$ cat config.mk
export PLATFORM = sky130hd
export DESIGN_NAME = pipe3_flow_ctrl
export DESIGN_NICKNAME = d
export VERILOG_FILES = /design/src/rtl/pipe3_flow_ctrl.sv
export SDC_FILE = /design/constraint.sdc
export NUM_CORES = 1
export LEC_CHECK = 0
export CELL_PAD_IN_SITES_DETAIL_PLACEMENT = 1
export CELL_PAD_IN_SITES_GLOBAL_PLACEMENT = 1
export CORE_MARGIN = 8
export CORE_UTILIZATION = 43
export CTS_CLUSTER_SIZE = 30
export DETAILED_ROUTE_END_ITERATION = 7
export HOLD_SLACK_MARGIN = 0.12
export PLACE_DENSITY = 0.93
export RECOVER_POWER = 50
export SYNTH_ARGS = -nofsm -noshare
export SYNTH_HDL_FRONTEND = slang
export SYNTH_SLANG_ARGS = --single-unit
$ cat constraint.sdc
create_clock -name clk -period 3.2 [get_ports clk]
set_clock_uncertainty 0.05 [all_clocks]
set_input_delay 0.32 -clock clk [delete_from_list [all_inputs] [get_ports clk]]
set_output_delay 0.32 -clock clk [all_outputs]
set_load 0.01 [all_outputs]
$ cat src/rtl/pipe3_flow_ctrl.sv
// -----------------------------------------------------------------------------
// pipe3_flow_ctrl
//
// Three-stage valid/ready pipeline computing out_data = in_a & in_b, with a
// small RUN / DRAIN / HALT controller that can stop intake, let the pipeline
// empty and then park the block idle until drain is released.
//
// Stage contents:
//   S1 : a1 = in_a, nb1 = ~in_b          (valid v1)
//   S2 : d2 = a1 & ~nb1                  (valid v2)
//   S3 : d3 = d2 -> out_data             (valid v3 -> out_valid)
//
// Load enables ripple backwards from the output so that a bubble anywhere in
// the pipeline is collapsed in a single cycle and full throughput is kept
// while out_ready stays high.
//
// Ports:
//   clk        in   single clock, rising edge
//   reset      in   asynchronous, active-low; clears all state immediately
//   in_valid   in   upstream beat present
//   in_ready   out  block accepts a beat this cycle (RUN state and S1 free)
//   in_a       in   operand A [WIDTH]
//   in_b       in   operand B [WIDTH]
//   out_valid  out  result present in S3
//   out_ready  in   downstream accepts result
//   out_data   out  result [WIDTH]
//   drain      in   level request: stop intake, empty pipeline, hold idle
//   idle       out  controller in HALT (pipeline empty)
//   occ        out  number of valid stages, 0..3
//   done_cnt   out  completed output transfers, wraps at 16 bits
// -----------------------------------------------------------------------------
module pipe3_flow_ctrl #(
    parameter int WIDTH = 8
) (
    input  logic             clk,
    input  logic             reset,
    input  logic             in_valid,
    output logic             in_ready,
    input  logic [WIDTH-1:0] in_a,
    input  logic [WIDTH-1:0] in_b,
    output logic             out_valid,
    input  logic             out_ready,
    output logic [WIDTH-1:0] out_data,
    input  logic             drain,
    output logic             idle,
    output logic [1:0]       occ,
    output logic [15:0]      done_cnt
);

    typedef enum logic [1:0] {
        ST_RUN   = 2'd0,
        ST_DRAIN = 2'd1,
        ST_HALT  = 2'd2
    } state_t;

    // Controller state
    state_t state_r;
    state_t state_nxt_s;

    // Pipeline valid bits and their next values
    logic v1_r;
    logic v2_r;
    logic v3_r;
    logic v1_nxt_s;
    logic v2_nxt_s;
    logic v3_nxt_s;

    // Pipeline data registers
    logic [WIDTH-1:0] a1_r;
    logic [WIDTH-1:0] nb1_r;
    logic [WIDTH-1:0] d2_r;
    logic [WIDTH-1:0] d3_r;

    // Flow control
    logic ld1_s;
    logic ld2_s;
    logic ld3_s;
    logic run_s;
    logic in_fire_s;
    logic out_fire_s;

    // Registered status outputs
    logic [1:0]  occ_r;
    logic [1:0]  occ_nxt_s;
    logic        idle_r;
    logic [15:0] done_cnt_r;

    // Load enables: a stage may load when it is empty or its successor loads.
    always_comb begin
        ld3_s = ~v3_r | out_ready;
        ld2_s = ~v2_r | ld3_s;
        ld1_s = ~v1_r | ld2_s;
    end

    // Intake gating: only in RUN, and never while reset is held low, so that
    // in_ready reads 0 throughout reset even though the pipeline looks empty.
    always_comb begin
        run_s      = (state_r == ST_RUN);
        in_ready   = ld1_s & run_s & reset;
        in_fire_s  = in_valid & in_ready;
        out_fire_s = v3_r & out_ready;
    end

    // Next valid bits; a loading stage takes its predecessor's valid, which
    // clears it when no beat is behind it.
    always_comb begin
        v1_nxt_s = v1_r;
        v2_nxt_s = v2_r;
        v3_nxt_s = v3_r;
        if (ld1_s) begin
            v1_nxt_s = in_fire_s;
        end else begin
            v1_nxt_s = v1_r;
        end
        if (ld2_s) begin
            v2_nxt_s = v1_r;
        end else begin
            v2_nxt_s = v2_r;
        end
        if (ld3_s) begin
            v3_nxt_s = v2_r;
        end else begin
            v3_nxt_s = v3_r;
        end
        occ_nxt_s = {1'b0, v1_nxt_s} + {1'b0, v2_nxt_s} + {1'b0, v3_nxt_s};
    end

    // Controller next-state logic. DRAIN always runs to HALT even if drain
    // drops early, so the block passes through a clean empty point.
    always_comb begin
        state_nxt_s = state_r;
        case (state_r)
            ST_RUN: begin
                if (drain) begin
                    state_nxt_s = ST_DRAIN;
                end else begin
                    state_nxt_s = ST_RUN;
                end
            end
            ST_DRAIN: begin
                if (occ_r == 2'd0) begin
                    state_nxt_s = ST_HALT;
                end else begin
                    state_nxt_s = ST_DRAIN;
                end
            end
            ST_HALT: begin
                if (!drain) begin
                    state_nxt_s = ST_RUN;
                end else begin
                    state_nxt_s = ST_HALT;
                end
            end
            default: begin
                state_nxt_s = ST_RUN;
            end
        endcase
    end

    // Controller state register and registered idle flag.
    always_ff @(posedge clk or negedge reset) begin
        if (!reset) begin
            state_r <= ST_RUN;
            idle_r  <= 1'b0;
        end else begin
            state_r <= state_nxt_s;
            idle_r  <= (state_nxt_s == ST_HALT);
        end
    end

    // Pipeline valid bits and registered occupancy.
    always_ff @(posedge clk or negedge reset) begin
        if (!reset) begin
            v1_r  <= 1'b0;
            v2_r  <= 1'b0;
            v3_r  <= 1'b0;
            occ_r <= 2'd0;
        end else begin
            v1_r  <= v1_nxt_s;
            v2_r  <= v2_nxt_s;
            v3_r  <= v3_nxt_s;
            occ_r <= occ_nxt_s;
        end
    end

    // Stage 1 data: captured only for an accepted beat.
    always_ff @(posedge clk or negedge reset) begin
        if (!reset) begin
            a1_r  <= {WIDTH{1'b0}};
            nb1_r <= {WIDTH{1'b0}};
        end else if (in_fire_s) begin
            a1_r  <= in_a;
            nb1_r <= ~in_b;
        end
    end

    // Stage 2 data: AND formed from the inverted-B copy held in S1.
    always_ff @(posedge clk or negedge reset) begin
        if (!reset) begin
            d2_r <= {WIDTH{1'b0}};
        end else if (ld2_s && v1_r) begin
            d2_r <= a1_r & ~nb1_r;
        end
    end

    // Stage 3 data: holds steady while the output is stalled.
    always_ff @(posedge clk or negedge reset) begin
        if (!reset) begin
            d3_r <= {WIDTH{1'b0}};
        end else if (ld3_s && v2_r) begin
            d3_r <= d2_r;
        end
    end

    // Completed-transfer counter, wraps naturally at 16 bits.
    always_ff @(posedge clk or negedge reset) begin
        if (!reset) begin
            done_cnt_r <= 16'd0;
        end else if (out_fire_s) begin
            done_cnt_r <= done_cnt_r + 16'd1;
        end
    end

    assign out_valid = v3_r;
    assign out_data  = d3_r;
    assign occ       = occ_r;
    assign idle      = idle_r;
    assign done_cnt  = done_cnt_r;

endmodule

# Yosys cells after proc, flatten, opt, wreduce, memory -nomap -nowiden
# Index checks and enable logic that the tools add are counted.
[op_classes] n_addsub=3 eq_ne=3 n_mux=7 n_bitwise=13 n_reduce_logical=4
[op_table] operator="16-bit by 1-bit adder with 16-bit output (second input constant)" n=1
[op_table] operator="8-bit inverter" n=2
[op_table] operator="8-bit bitwise AND" n=1
[op_table] operator="2-bit one-hot mux with 3 select lines" n=1
[op_table] operator="1-bit bitwise AND" n=4
[op_table] operator="2-bit == test (second input constant)" n=2
[op_table] operator="2-bit zero test" n=2
[op_table] operator="1-bit two-way mux" n=4
[op_table] operator="2-bit two-way mux" n=2
[op_table] operator="1-bit inverter" n=3
[op_table] operator="1-bit OR" n=3
[op_table] operator="1-bit by 1-bit adder with 2-bit output" n=1
[op_table] operator="2-bit by 1-bit adder with 2-bit output" n=1
[op_table] operator="2-bit by 1-bit == test with 1-bit output (second input constant)" n=1
[op_table] operator="1-bit logical AND" n=2
[totals] ff_bits=56 in_bits=21 elab_cells=41

# Depth between registers and ports, before layout
[logic_depth] word_depth=10 mapped_depth=6 mapped_depth_nobuf=6

# Worst setup path before layout
# No wires, ideal clock.
[synth_path] path_kind="reg2reg" startpoint="reg v3_r (netlist: out_valid)" endpoint="reg occ_r[0] (netlist: occ[0])" arrival_time_ns=1.413 slack_ns=1.624 path_stages_with_launch=7 path_buffers=0 synth_period_minus_slack_ns=1.576 path_cell_list="dfrtp_1 > nor2b_2 > nand2_1 > nand2b_1 > inv_1 > fa_1 > inv_1"
[synth_between] word_cells_on_any_way=12 classes_between="2 x add/sub; 3 x mux; 7 x bitwise"
[synth_rtl] element="start, declared" line_no="63" rtl="logic v3_r;"
[synth_rtl] element="start signal, assigned" line_no="181" rtl="v3_r <= v3_nxt_s;"
[synth_rtl] element="1-bit inverter" line_no="90" rtl="ld3_s = ~v3_r | out_ready;"
[synth_rtl] element="1-bit OR" line_no="90"
[synth_rtl] element="1-bit OR" line_no="91" rtl="ld2_s = ~v2_r | ld3_s;"
[synth_rtl] element="1-bit two-way mux" line_no="115" rtl="if (ld2_s) begin"
[synth_rtl] element="net v2_nxt_s" line_no="65" rtl="logic v2_nxt_s;"
[synth_rtl] element="1-bit by 1-bit adder with 2-bit output" line_no="125" rtl="occ_nxt_s = {1'b0, v1_nxt_s} + {1'b0, v2_nxt_s} + {1'b0, v3_nxt_s};"
[synth_rtl] element="2-bit by 1-bit adder with 2-bit output" line_no="125"
[synth_rtl] element="net occ_nxt_s[0]" line_no="84" rtl="logic [1:0] occ_nxt_s;"
[synth_rtl] element="end signal, assigned" line_no="182" rtl="occ_r <= occ_nxt_s;"
[synth_rtl] element="end, declared" line_no="83" rtl="logic [1:0] occ_r;"
# The timed path passes the listed nets, and every way through them passes these cells.
# A chain may end at the register's enable or synchronous reset.

# Worst setup path after layout
[layout_path] startpoint="in reset" endpoint="out in_ready"
[layout_between] elab_chain_len=1
[layout_lines] element="start, declared" line_no="36" rtl="input logic reset,"
[layout_lines] element="1-bit bitwise AND" line_no="99" rtl="in_ready = ld1_s & run_s & reset;"
[layout_lines] element="end, declared" line_no="38" rtl="output logic in_ready,"
# Every way passes these cells.

==> metrics.yaml <==
setup_path:
  critPathSlowestCell: "clkdlybuf4s50_1"
  cp.arrival_ns: 2.18
  critical_path_class: "in2out"
  required_ns: 2.83
  path_delay_family: "buffers and inverters"
  slowest_delay_ns: 0.54
  path_cells: "dlygate4sd3_1 > buf_2 > and3_1 > clkdlybuf4s50_1"
  cp-end-kind: "output port"
  cp_num_buf_inv: 3
  worst_setup_path_start_kind: "input pin"
  cp_max_fo: 28
power:
  ir_drop_mv: 0.409
  p_leak_uw: 0.00143
  p_per_area_nw_per_um2: 791
  totalPowerFinal_uw: 2370
clock_tree:
  cts_root_buffer: "clkbuf_8"
  cts_setup_buffers: 0
  numCtsBuffers: 5
  cts_tree: "built"
  holdBufCountCts: 1
  worstSkewPairLatency_ns: 0.30
  clockBufferDepth: 2
  h-tree-depth: 2
  clk_pin_slew_worst_paths_ns: 0.09
  ctsResizeCount: 0
  cts_num_sinks: 56
placement:
  place_hpwl_um: 4110
  place_ws_ns: 0.983
  post_dp_cell_area_sq_um: 2890
  io_buffers: 49
  gp_congestion: 0.762
sta:
  report.final.slew_viol_count: 0
  setup_ws_ns: 0.655
  worst_pin_slew_ns: 0.633
  finalHoldViolCount: 0
  slew_headroom_pct: 57.8
  fin_crit_sh_pct: 79.5
  final.setup.tns_ns: 0
  fmax_mhz: 393
  setup_viol: 0
  rsz0062_at_grt: "no"
  layout_min_cycle_time_ns: 2.55
logic_synthesis:
  synth_compound_area_share_pct: 2.73
  netlist.area_leader.share_pct: 59.9
  synthTopCellsByCount: "dfrtp_1, nand2_1, nor2_1"
  ys_warn_count: 0
  synth_fp_nets: 219
  ys_top_cells_by_area: "dfrtp_1, nand2_1, mux2_4"
  syn_avg_cell_area_sq_um: 11.9
  yosysSeqAreaShare_pct: 59.9
  yosys.area_share.xor_xnor_pct: 5.61
  ys.flop_type: "dfrtp_1"
  synth_mux_area_share_pct: 9.47
  synth_fa_ha_area_share_pct: 1.39
  async_flop_share_pct: 100
  ys_types: 33
  yosysMostFrequentCell: "dfrtp_1"
  postSynthCellCount: 196
  synthSimpleGateAreaFrac_pct: 18.6
  synth_top_family_by_area: "simple AND/OR/NAND/NOR gates"
  mappedNetlistArea_sq_um: 2340
  synth_top_cell_by_area: "dfrtp_1"
  synth_edf_count: 0
  ys_ff_latch: 56
routing:
  viasPerCell: 4.89
  firstDrtPassIters: 4
  drt-initial-drc-count: 34
  routed_wl_um: 5310
  num_vias: 1581
  wire_per_inst_um: 16.4
  drc: 0
  ant_nets: 0
global_routing:
  grt_pass1_vias: 1800
  grt_pass1_wl_um: 9270
  overflow: 0
  antenna_found_initial: 0
  grt.total_usage_pct: 14.1
  grt_max_degree: 32
cells_and_area:
  fin_nets: 273
  fin_area_sq_um: 3000
  multi_input_comb_area_sq_um: 851
  nFillCells: 551
  drive_gt1_share_pct: 11.6
  synthToLayoutAreaGrowth_pct: 28.1
  antenna_cells: 0
  layout.area.seq_sq_um: 1400
die:
  die_h_um: 89.8
  dieArea_sq_um: 8060
  pin_count: 50
  rows: 27
  die_x_um: 89.8
  initial_core_util_pct: 43.6
  coreArea_sq_um: 5370
run:
  drv_cap: 0
status:
  status: "finished clean"
worst_hold_path:
  min_path_type: "reg2reg"
routing by layer:
layer | global-route usage [%] | routed length (um) | vias up
met5 | 0 | 0 | -
met4 | 5.92 | 83 | 0
met3 | 3.41 | 251 | 5
met2 | 25.5 | 2830 | 39
met1 | 15.4 | 2140 | 790
li1 | - | - | 747
cell usage in the layout (no fill, tap or decap), drive strengths merged, types with 5 or more instances in the layout:
cell type	Yosys	final
clkbuf	0	7
clkdlybuf4s50	0	45
dfrtp	56	56
inv	7	7
mux2	17	17
nand2	41	41
nand3	5	5
nor2	10	10
nor2b	10	10
o21ai	10	10
xnor2	9	9
xor2	6	6
worst paths after layout:
| check | startpoint | end | slack [ns] | cells past startpoint |
|---|---|---|---|---|
| setup / recovery | reset | in_ready | 0.65 | 4 |
| max in group asynchronous | reset | d2_r[2] | 1.73 | 3 |
| min in group asynchronous | reset | idle | 0.53 | 2 |
| hold / removal | done_cnt[15] | done_cnt[15] | 0.42 | 1 |
| hold reg to reg | done_cnt[15] | done_cnt[15] | 0.42 | 1 |
| setup reg to reg | out_valid | out_data[0] | 1.45 | 3 |
logic make-up (layout without fill, tap and decap cells):
logic type               count (synthesis)  count (layout)
multiplexers                            17              17
AND/OR/NAND/NOR                         83              83
flip-flops                              56              56
XOR/XNOR                                15              15
buffers and inverters                   11              66
AO/OA/AOI/OAI                           12              12
adder cells (fa/ha/maj)                  2               2
power by group:
group	internal [uW]	switching, uW
clock	276	217
combinational	419	308
sequential	960	191
total	1660	716
final cells by class:
class | count | area share (%)
Inverter | 7 | 0.876
Tap cell | 72 | 3.01
Clock buffer | 7 | 3.21
Multi-Input combinational cell | 129 | 28.4
Sequential cell | 56 | 46.7
Timing Repair Buffer | 51 | 16.8
Clock inverter | 1 | 1.00
metrics by stage:
step	util [%]	cells	hold WS, ns
after global placement	53.9	314	0.310
after detailed placement	53.9	314	0.316
after floorplan	-	196	-0.0256
after CTS	56.4	323	0.425
final	55.8	323	0.421
after global routing	55.8	323	0.460
sequential cells by signal (all words and copies together) (netlist names):
name	count
v1_r	1
nb1_r	8
occ	2
v2_r	1
a1_r	8
d2_r	8
state_r	2
idle	1
out_valid	1
done_cnt	16
out_data	8
worst register-to-register path, stage by stage, from the launching register on:
cell and delay (ns):
dfrtp_1 0.47, nor2b_1 0.28, nand2b_1 0.49, mux2_4 0.35
No activity file was read; power rests on OpenSTA's default activity.
